## config.mk

```make
export PLATFORM = sky130hd
export DESIGN_NAME = sram_bist
export DESIGN_NICKNAME = d
export VERILOG_FILES = /design/src/rtl/sram_bist_pkg.sv /design/src/rtl/sram_bist_cmp.sv /design/src/rtl/sram_bist.sv
export SDC_FILE = /design/constraint.sdc
export NUM_CORES = 1
export LEC_CHECK = 0
export ABC_AREA = 1
export CORE_ASPECT_RATIO = 1.75
export CORE_MARGIN = 2
export CORE_UTILIZATION = 30
export DETAILED_ROUTE_END_ITERATION = 8
export SETUP_SLACK_MARGIN = 0.5
export SLEW_MARGIN = 25
export SYNTH_ARGS = -nofsm -noshare
export SYNTH_HDL_FRONTEND = slang
export SYNTH_SLANG_ARGS = --single-unit
export TNS_END_PERCENT = 10
```

## constraint.sdc

```tcl
create_clock -name hclk -period 7.1 [get_ports hclk]
set_input_delay 1.065 -clock hclk [delete_from_list [all_inputs] [get_ports hclk]]
set_output_delay 1.065 -clock hclk [all_outputs]
set_load 0.02 [all_outputs]
```

## src/rtl/sram_bist_pkg.sv

```systemverilog
// Shared types and constants for the SRAM March C- self-test controller.
// Element ordering and data-background helpers live here so the FSM reads cleanly.
package sram_bist_pkg;

    typedef enum logic [2:0] {
        ST_IDLE  = 3'd0,
        ST_M0    = 3'd1,
        ST_M1    = 3'd2,
        ST_M2    = 3'd3,
        ST_M3    = 3'd4,
        ST_M4    = 3'd5,
        ST_M5    = 3'd6,
        ST_DRAIN = 3'd7
    } state_e;

    localparam int NUM_ELEM = 6;

    localparam logic [31:0] D0 = 32'h0000_0000;
    localparam logic [31:0] D1 = 32'hFFFF_FFFF;

    // Encoded to match the SRAM's active-low write enable.
    typedef enum logic {
        OP_WRITE = 1'b0,
        OP_READ  = 1'b1
    } op_e;

    function automatic logic [2:0] elem_num(input state_e s);
        case (s)
            ST_M1:   return 3'd1;
            ST_M2:   return 3'd2;
            ST_M3:   return 3'd3;
            ST_M4:   return 3'd4;
            ST_M5:   return 3'd5;
            default: return 3'd0;
        endcase
    endfunction

    function automatic logic is_rw(input state_e s);
        return s inside {ST_M1, ST_M2, ST_M3, ST_M4};
    endfunction

    function automatic logic is_down(input state_e s);
        return s inside {ST_M3, ST_M4};
    endfunction

    // Background expected on the read half of an element (1 = D1).
    function automatic logic read_fill(input state_e s);
        return s inside {ST_M2, ST_M4};
    endfunction

    // Background written by an element (1 = D1).
    function automatic logic write_fill(input state_e s);
        return s inside {ST_M1, ST_M3};
    endfunction

endpackage

```

## src/rtl/sram_bist_cmp.sv

```systemverilog
// One-stage read-data comparator: latches the expected byte alongside the read,
// then flags each byte lane of the returning data that differs from it.
module sram_bist_cmp (
    input  logic        hclk,
    input  logic        hresetn,
    input  logic [63:0] q,
    input  logic [7:0]  expected,
    input  logic        cmp_valid,
    output logic [7:0]  mismatch
);

    logic [7:0] exp_q;
    logic       valid_q;

    always_ff @(posedge hclk or negedge hresetn) begin
        if (!hresetn) begin
            exp_q   <= '0;
            valid_q <= 1'b0;
        end else begin
            exp_q   <= expected;
            valid_q <= cmp_valid;
        end
    end

    always_comb begin
        mismatch = '0;
        for (int i = 0; i < 8; i++) begin
            mismatch[i] = valid_q && (q[8*i +: 8] != exp_q);
        end
    end

endmodule

```

## src/rtl/sram_bist.sv

```systemverilog
// March C- BIST controller for the eight-lane SRAM array; passes functional
// controls through when idle and records the first failing location.
module sram_bist
    import sram_bist_pkg::*;
#(
    parameter int ADDR_W = 13
) (
    input  logic              hclk,
    input  logic              hresetn,
    input  logic              bist_start,
    input  logic              func_sram_w_en,
    input  logic [3:0]        func_bank0_csn,
    input  logic [3:0]        func_bank1_csn,
    input  logic [ADDR_W-1:0] func_sram_addr,
    input  logic [31:0]       func_sram_wdata,
    input  logic [7:0]        sram_q0,
    input  logic [7:0]        sram_q1,
    input  logic [7:0]        sram_q2,
    input  logic [7:0]        sram_q3,
    input  logic [7:0]        sram_q4,
    input  logic [7:0]        sram_q5,
    input  logic [7:0]        sram_q6,
    input  logic [7:0]        sram_q7,
    output logic              sram_w_en,
    output logic [3:0]        bank0_csn,
    output logic [3:0]        bank1_csn,
    output logic [ADDR_W-1:0] sram_addr,
    output logic [31:0]       sram_wdata,
    output logic              bist_busy,
    output logic              bist_done,
    output logic              bist_fail,
    output logic [ADDR_W-1:0] fail_addr,
    output logic [2:0]        fail_elem,
    output logic [7:0]        fail_lanes
);

    localparam logic [ADDR_W-1:0] ADDR_TOP = '1;

    state_e            state;
    state_e            next_elem;
    logic [ADDR_W-1:0] addr;
    logic              phase;
    logic              busy_q;
    op_e               op;
    logic              fill;
    logic              rd_issue;
    logic              step_done;
    logic              last_addr;
    logic [31:0]       bist_wdata;
    logic [2:0]        rd_elem;
    logic [ADDR_W-1:0] rd_addr;
    logic [7:0]        mismatch;

    // NOTE: every always_comb output gets a default first so no path infers a latch.
    always_comb begin
        op = OP_READ;
        if (state == ST_M0 || (is_rw(state) && phase)) begin
            op = OP_WRITE;
        end
    end

    assign fill       = (op == OP_READ) ? read_fill(state) : write_fill(state);
    assign bist_wdata = fill ? D1 : D0;
    assign rd_issue   = (op == OP_READ) && (state inside {ST_M1, ST_M2, ST_M3, ST_M4, ST_M5});
    assign step_done  = is_rw(state) ? phase : 1'b1;
    assign last_addr  = is_down(state) ? (addr == '0) : (addr == ADDR_TOP);
    assign next_elem  = (elem_num(state) == 3'(NUM_ELEM - 1)) ? ST_DRAIN : state_e'(state + 3'd1);

    // NOTE: sequential state uses non-blocking assignments so every flop samples pre-edge values.
    always_ff @(posedge hclk or negedge hresetn) begin
        if (!hresetn) begin
            state     <= ST_IDLE;
            addr      <= '0;
            phase     <= 1'b0;
            busy_q    <= 1'b0;
            bist_done <= 1'b0;
        end else begin
            case (state)
                ST_IDLE: begin
                    if (bist_start) begin
                        state     <= ST_M0;
                        addr      <= '0;
                        phase     <= 1'b0;
                        busy_q    <= 1'b1;
                        bist_done <= 1'b0;
                    end
                end
                ST_DRAIN: begin
                    state     <= ST_IDLE;
                    busy_q    <= 1'b0;
                    bist_done <= 1'b1;
                end
                default: begin
                    if (!step_done) begin
                        phase <= 1'b1;
                    end else begin
                        phase <= 1'b0;
                        if (last_addr) begin
                            state <= next_elem;
                            addr  <= is_down(next_elem) ? ADDR_TOP : '0;
                        end else begin
                            addr  <= is_down(state) ? addr - ADDR_W'(1) : addr + ADDR_W'(1);
                        end
                    end
                end
            endcase
        end
    end

    // Tag each read so the compare a cycle later knows where it came from.
    always_ff @(posedge hclk or negedge hresetn) begin
        if (!hresetn) begin
            rd_elem <= '0;
            rd_addr <= '0;
        end else if (rd_issue) begin
            rd_elem <= elem_num(state);
            rd_addr <= addr;
        end
    end

    sram_bist_cmp u_cmp (
        .hclk      (hclk),
        .hresetn   (hresetn),
        .q         ({sram_q7, sram_q6, sram_q5, sram_q4, sram_q3, sram_q2, sram_q1, sram_q0}),
        .expected  ({8{fill}}),
        .cmp_valid (rd_issue),
        .mismatch  (mismatch)
    );

    // Only the first mismatch is kept; later ones leave the capture alone.
    always_ff @(posedge hclk or negedge hresetn) begin
        if (!hresetn) begin
            bist_fail  <= 1'b0;
            fail_addr  <= '0;
            fail_elem  <= '0;
            fail_lanes <= '0;
        end else if (state == ST_IDLE && bist_start) begin
            bist_fail  <= 1'b0;
            fail_addr  <= '0;
            fail_elem  <= '0;
            fail_lanes <= '0;
        end else if (|mismatch && !bist_fail) begin
            bist_fail  <= 1'b1;
            fail_addr  <= rd_addr;
            fail_elem  <= rd_elem;
            fail_lanes <= mismatch;
        end
    end

    assign bist_busy = busy_q;

    always_comb begin
        sram_w_en  = func_sram_w_en;
        bank0_csn  = func_bank0_csn;
        bank1_csn  = func_bank1_csn;
        sram_addr  = func_sram_addr;
        sram_wdata = func_sram_wdata;
        if (busy_q) begin
            sram_w_en  = logic'(op);
            bank0_csn  = 4'b0000;
            bank1_csn  = 4'b0000;
            sram_addr  = addr;
            sram_wdata = bist_wdata;
        end
    end

endmodule

```

==> impl_metrics.tcl <==
set metrics [dict create \
    max_freq_ghz 0.223 \
    totalWireLength_microns 15200 \
    chipHeight_microns 171 \
    start_kind "register" \
    p_leak_nw 3.50 \
    rrSetupSlack_ns 4.04 \
    worst_slew_pin_slew_ns 0.983 \
    cts_root_buffer "clkbuf_16" \
    fp.coreArea_sq_um 15700 \
    rsz0062_at_grt "no" \
    holdPathEnd "rd_elem[2]" \
    grt_usage_pct 17.8 \
    setup_viol 0 \
    grt_pass1_wl_microns 24500 \
    syn-num-nets 858 \
    drt_pre_antenna_iters 4 \
    grt_overflow 0 \
    ant_nets 0 \
    fillers 1596 \
    grt_max_degree 63 \
    min_path_cells 2 \
    design_area_sq_um 7140 \
    drt_iter0_markers 189 \
    synth_cells 717 \
    die_x_microns 99.3 \
    antenna_found_initial 0 \
    syn2layout_area_growth_pct 50.0 \
    min_period_ns 4.48 \
    yosysTopAreaCell "dfrtp_1" \
    vias 5065 \
    peakVddDrop_mv 0.173 \
    slew_violations 0 \
    cts_buffer_depth 2 \
    status "finished, final reports clean" \
    critPathRequiredTime_ns 6.03 \
    tritoncts "done" \
    r2r_cells 14 \
    syn_avg_cell_area_sq_um 6.64 \
    drive_gt1_share_pct 6.17 \
    period_share_pct 63.0 \
    globalplace.congestion 0.858 \
    cts_resized 0 \
    cp_slowest_stage_delay_ns 0.65 \
    hold_viol_final 0 \
    clkTransAtPathRegs_ns 0.05 \
    power-per-cell-area_nw_per_um2 410 \
    setup_ws_ns 2.62 \
    hold_start "rd_elem[2]" \
    grt_pass1_vias 4972 \
    clkLatencyLatePin_ns 0.33 \
    crit_path_end_kind "output port" \
    htreeDepth 3 \
    cp_common_cell "nand2_1" \
    postCtsSetupBuffers 0 \
    place_ws_ns 2.92 \
    row_count 61 \
    ys_ff_latch 62 \
    ys_seq_area_share_pct 32.6 \
    wl_per_cell_microns 13.9 \
    path_max_fanout 32 \
    die_area_sq_um 16900 \
    avgViaCountPerCell 4.62 \
    dp_hpwl_microns 12100 \
    synth_warnings 0 \
    postPlaceCellArea_sq_um 6850 \
    ys_top_cells_by_area "dfrtp_1, nand2_1, nor2_1" \
    r2r-end "addr[12]" \
    cts_buffers 9 \
    start_util_pct 30.3 \
    postCtsHoldBufs 0 \
    drv_cap 0 \
    worstHoldPathType "register to register" \
    slew_headroom_pct 34.4 \
    arrival_ns 3.41 \
    final.setup.tns_ns 0 \
    drc 0 \
    critPathSlowestCell "nand2_1" \
    synth_cell_types 36 \
    clock_skew_ns 0.00768 \
    path_cells "ha_1 -> ha_1 -> inv_1 -> nand2_1 -> o21ai_1 -> nand2_1 -> o21ai_1 -> nand2_1 -> nand2_1 -> clkdlybuf4s50_1" \
    cpLargestDelayFamily "simple AND/OR/NAND/NOR gates" \
    fin_hold_ws_ns 0.471 \
    ios 202 \
    antenna_cells 0 \
    synth_area_sq_um 4760 \
    r2r-start "state[0]" \
    final_nets 1044 \
    io_buffers 201 \
    power_mw 2.93 \
    synth_top_area_share_pct 32.6 \
    path_buf_inv 2 \
    criticalPathCategory "register to output port" \
    cts_num_sinks 62 \
]
-- logic make-up after synthesis --
logic type	synth area share, %
AND/OR/NAND/NOR	44.0
buffers and inverters	9.43
AO/OA/AOI/OAI	7.33
flip-flops	32.6
adder cells (fa/ha/maj)	5.41
XOR/XNOR	1.29
-- cell type report --
| type | count | area [sq um] | area share, % |
|---|---|---|---|
| multi-input cells | 553 | 2760 | 38.7 |
| repair buffers | 203 | 2020 | 28.3 |
| flip-flops and latches | 62 | 1550 | 21.7 |
| inverters | 74 | 278 | 3.89 |
| clock buffers | 13 | 250 | 3.50 |
| well taps | 189 | 236 | 3.31 |
| clock inverters | 3 | 43.8 | 0.613 |
-- sequential cells by signal (all words and copies together), names as in the netlist --
signal / cells
bist_busy: 1
rd_addr: 13
fail_elem: 3
rd_elem: 3
fail_addr: 13
u_cmp.exp_q: 1
addr: 13
state: 3
fail_lanes: 8
u_cmp.valid_q: 1
bist_fail: 1
bist_done: 1
phase: 1
-- layer usage --
metal / routed length, microns / vias up / GRT usage, %
met2: 7940 / 109 / 31.4
met3: 561 / 21 / 2.61
met1: 6350 / 2283 / 21.5
li1: - / 2652 / -
met5: 0 / - / 0
met4: 380 / 0 / 7.50
-- metrics by stage --
step / util, % / std cells
after floorplan: - / 717
after global placement: 43.6 / 1081
after detailed placement: 43.6 / 1081
after CTS: 45.4 / 1097
after global routing: 45.4 / 1097
final: 45.4 / 1097
-- where the power goes --
part           total, mW  leakage, nW  switching (mW)  internal, mW
clock network      0.431        0.144           0.149         0.281
logic               1.86         2.54            1.11         0.745
registers          0.641        0.819           0.139         0.502
-- cells in the final DEF, fill, tap and decap left out, types with 3 or more instances in the layout --
cell type        Yosys  routed
clkbuf_16            0       9
dfrtp_1             62      62
xor2_1               4       4
nand2_1            264     264
inv_1               66      66
a21oi_1             12      12
nand3_2             23      23
o21ai_1             20      20
nand3_1             26      26
nand4_1             29      29
or2_1                5       5
ha_1                19      19
xnor2_1              3       3
nand2_2              4       4
and2_0               7       7
o21ai_0             29      29
clkbuf_1            12       3
nor3_1               8       8
clkdlybuf4s50_1      0     200
nand3b_1             7       7
inv_2                7       7
nor2_1              79      79
-- synth_stat cells, drive strengths merged --
| cell | number |
|---|---|
| a21o | 1 |
| a21oi | 13 |
| a31oi | 2 |
| and2 | 7 |
| buf | 16 |
| clkbuf | 12 |
| clkinv | 1 |
| dfrtp | 62 |
| fa | 1 |
| ha | 19 |
| inv | 73 |
| nand2 | 270 |
| nand3 | 49 |
| nand3b | 7 |
| nand4 | 29 |
| nor2 | 81 |
| nor3 | 8 |
| nor4 | 2 |
| o21a | 1 |
| o21ai | 49 |
| o21bai | 1 |
| or2 | 6 |
| xnor2 | 3 |
| xor2 | 4 |
-- how the worst max path moves through the flow --
| stage | start | to | slack [ns] | cells after the start |
|---|---|---|---|---|
| 4_1_cts | state[1] | sram_wdata[14] | 2.53 | 10 |
| 3_3_place_gp | state[0] | sram_wdata[2] | 3.00 | 10 |
| 2_1_floorplan | state[0] | sram_wdata[10] | 4.31 | 10 |
| 6_report | state[1] | sram_wdata[9] | 2.62 | 10 |
| 3_5_place_dp | state[0] | sram_wdata[14] | 2.92 | 10 |
| 5_1_grt | state[1] | sram_wdata[14] | 2.31 | 10 |
-- worst min-delay path, stage by stage, from the launching register on --
cell     delay [ns]
dfrtp_1        0.34
nand2_1        0.05
nand2_1        0.04
(Power assumes the default switching activity.)
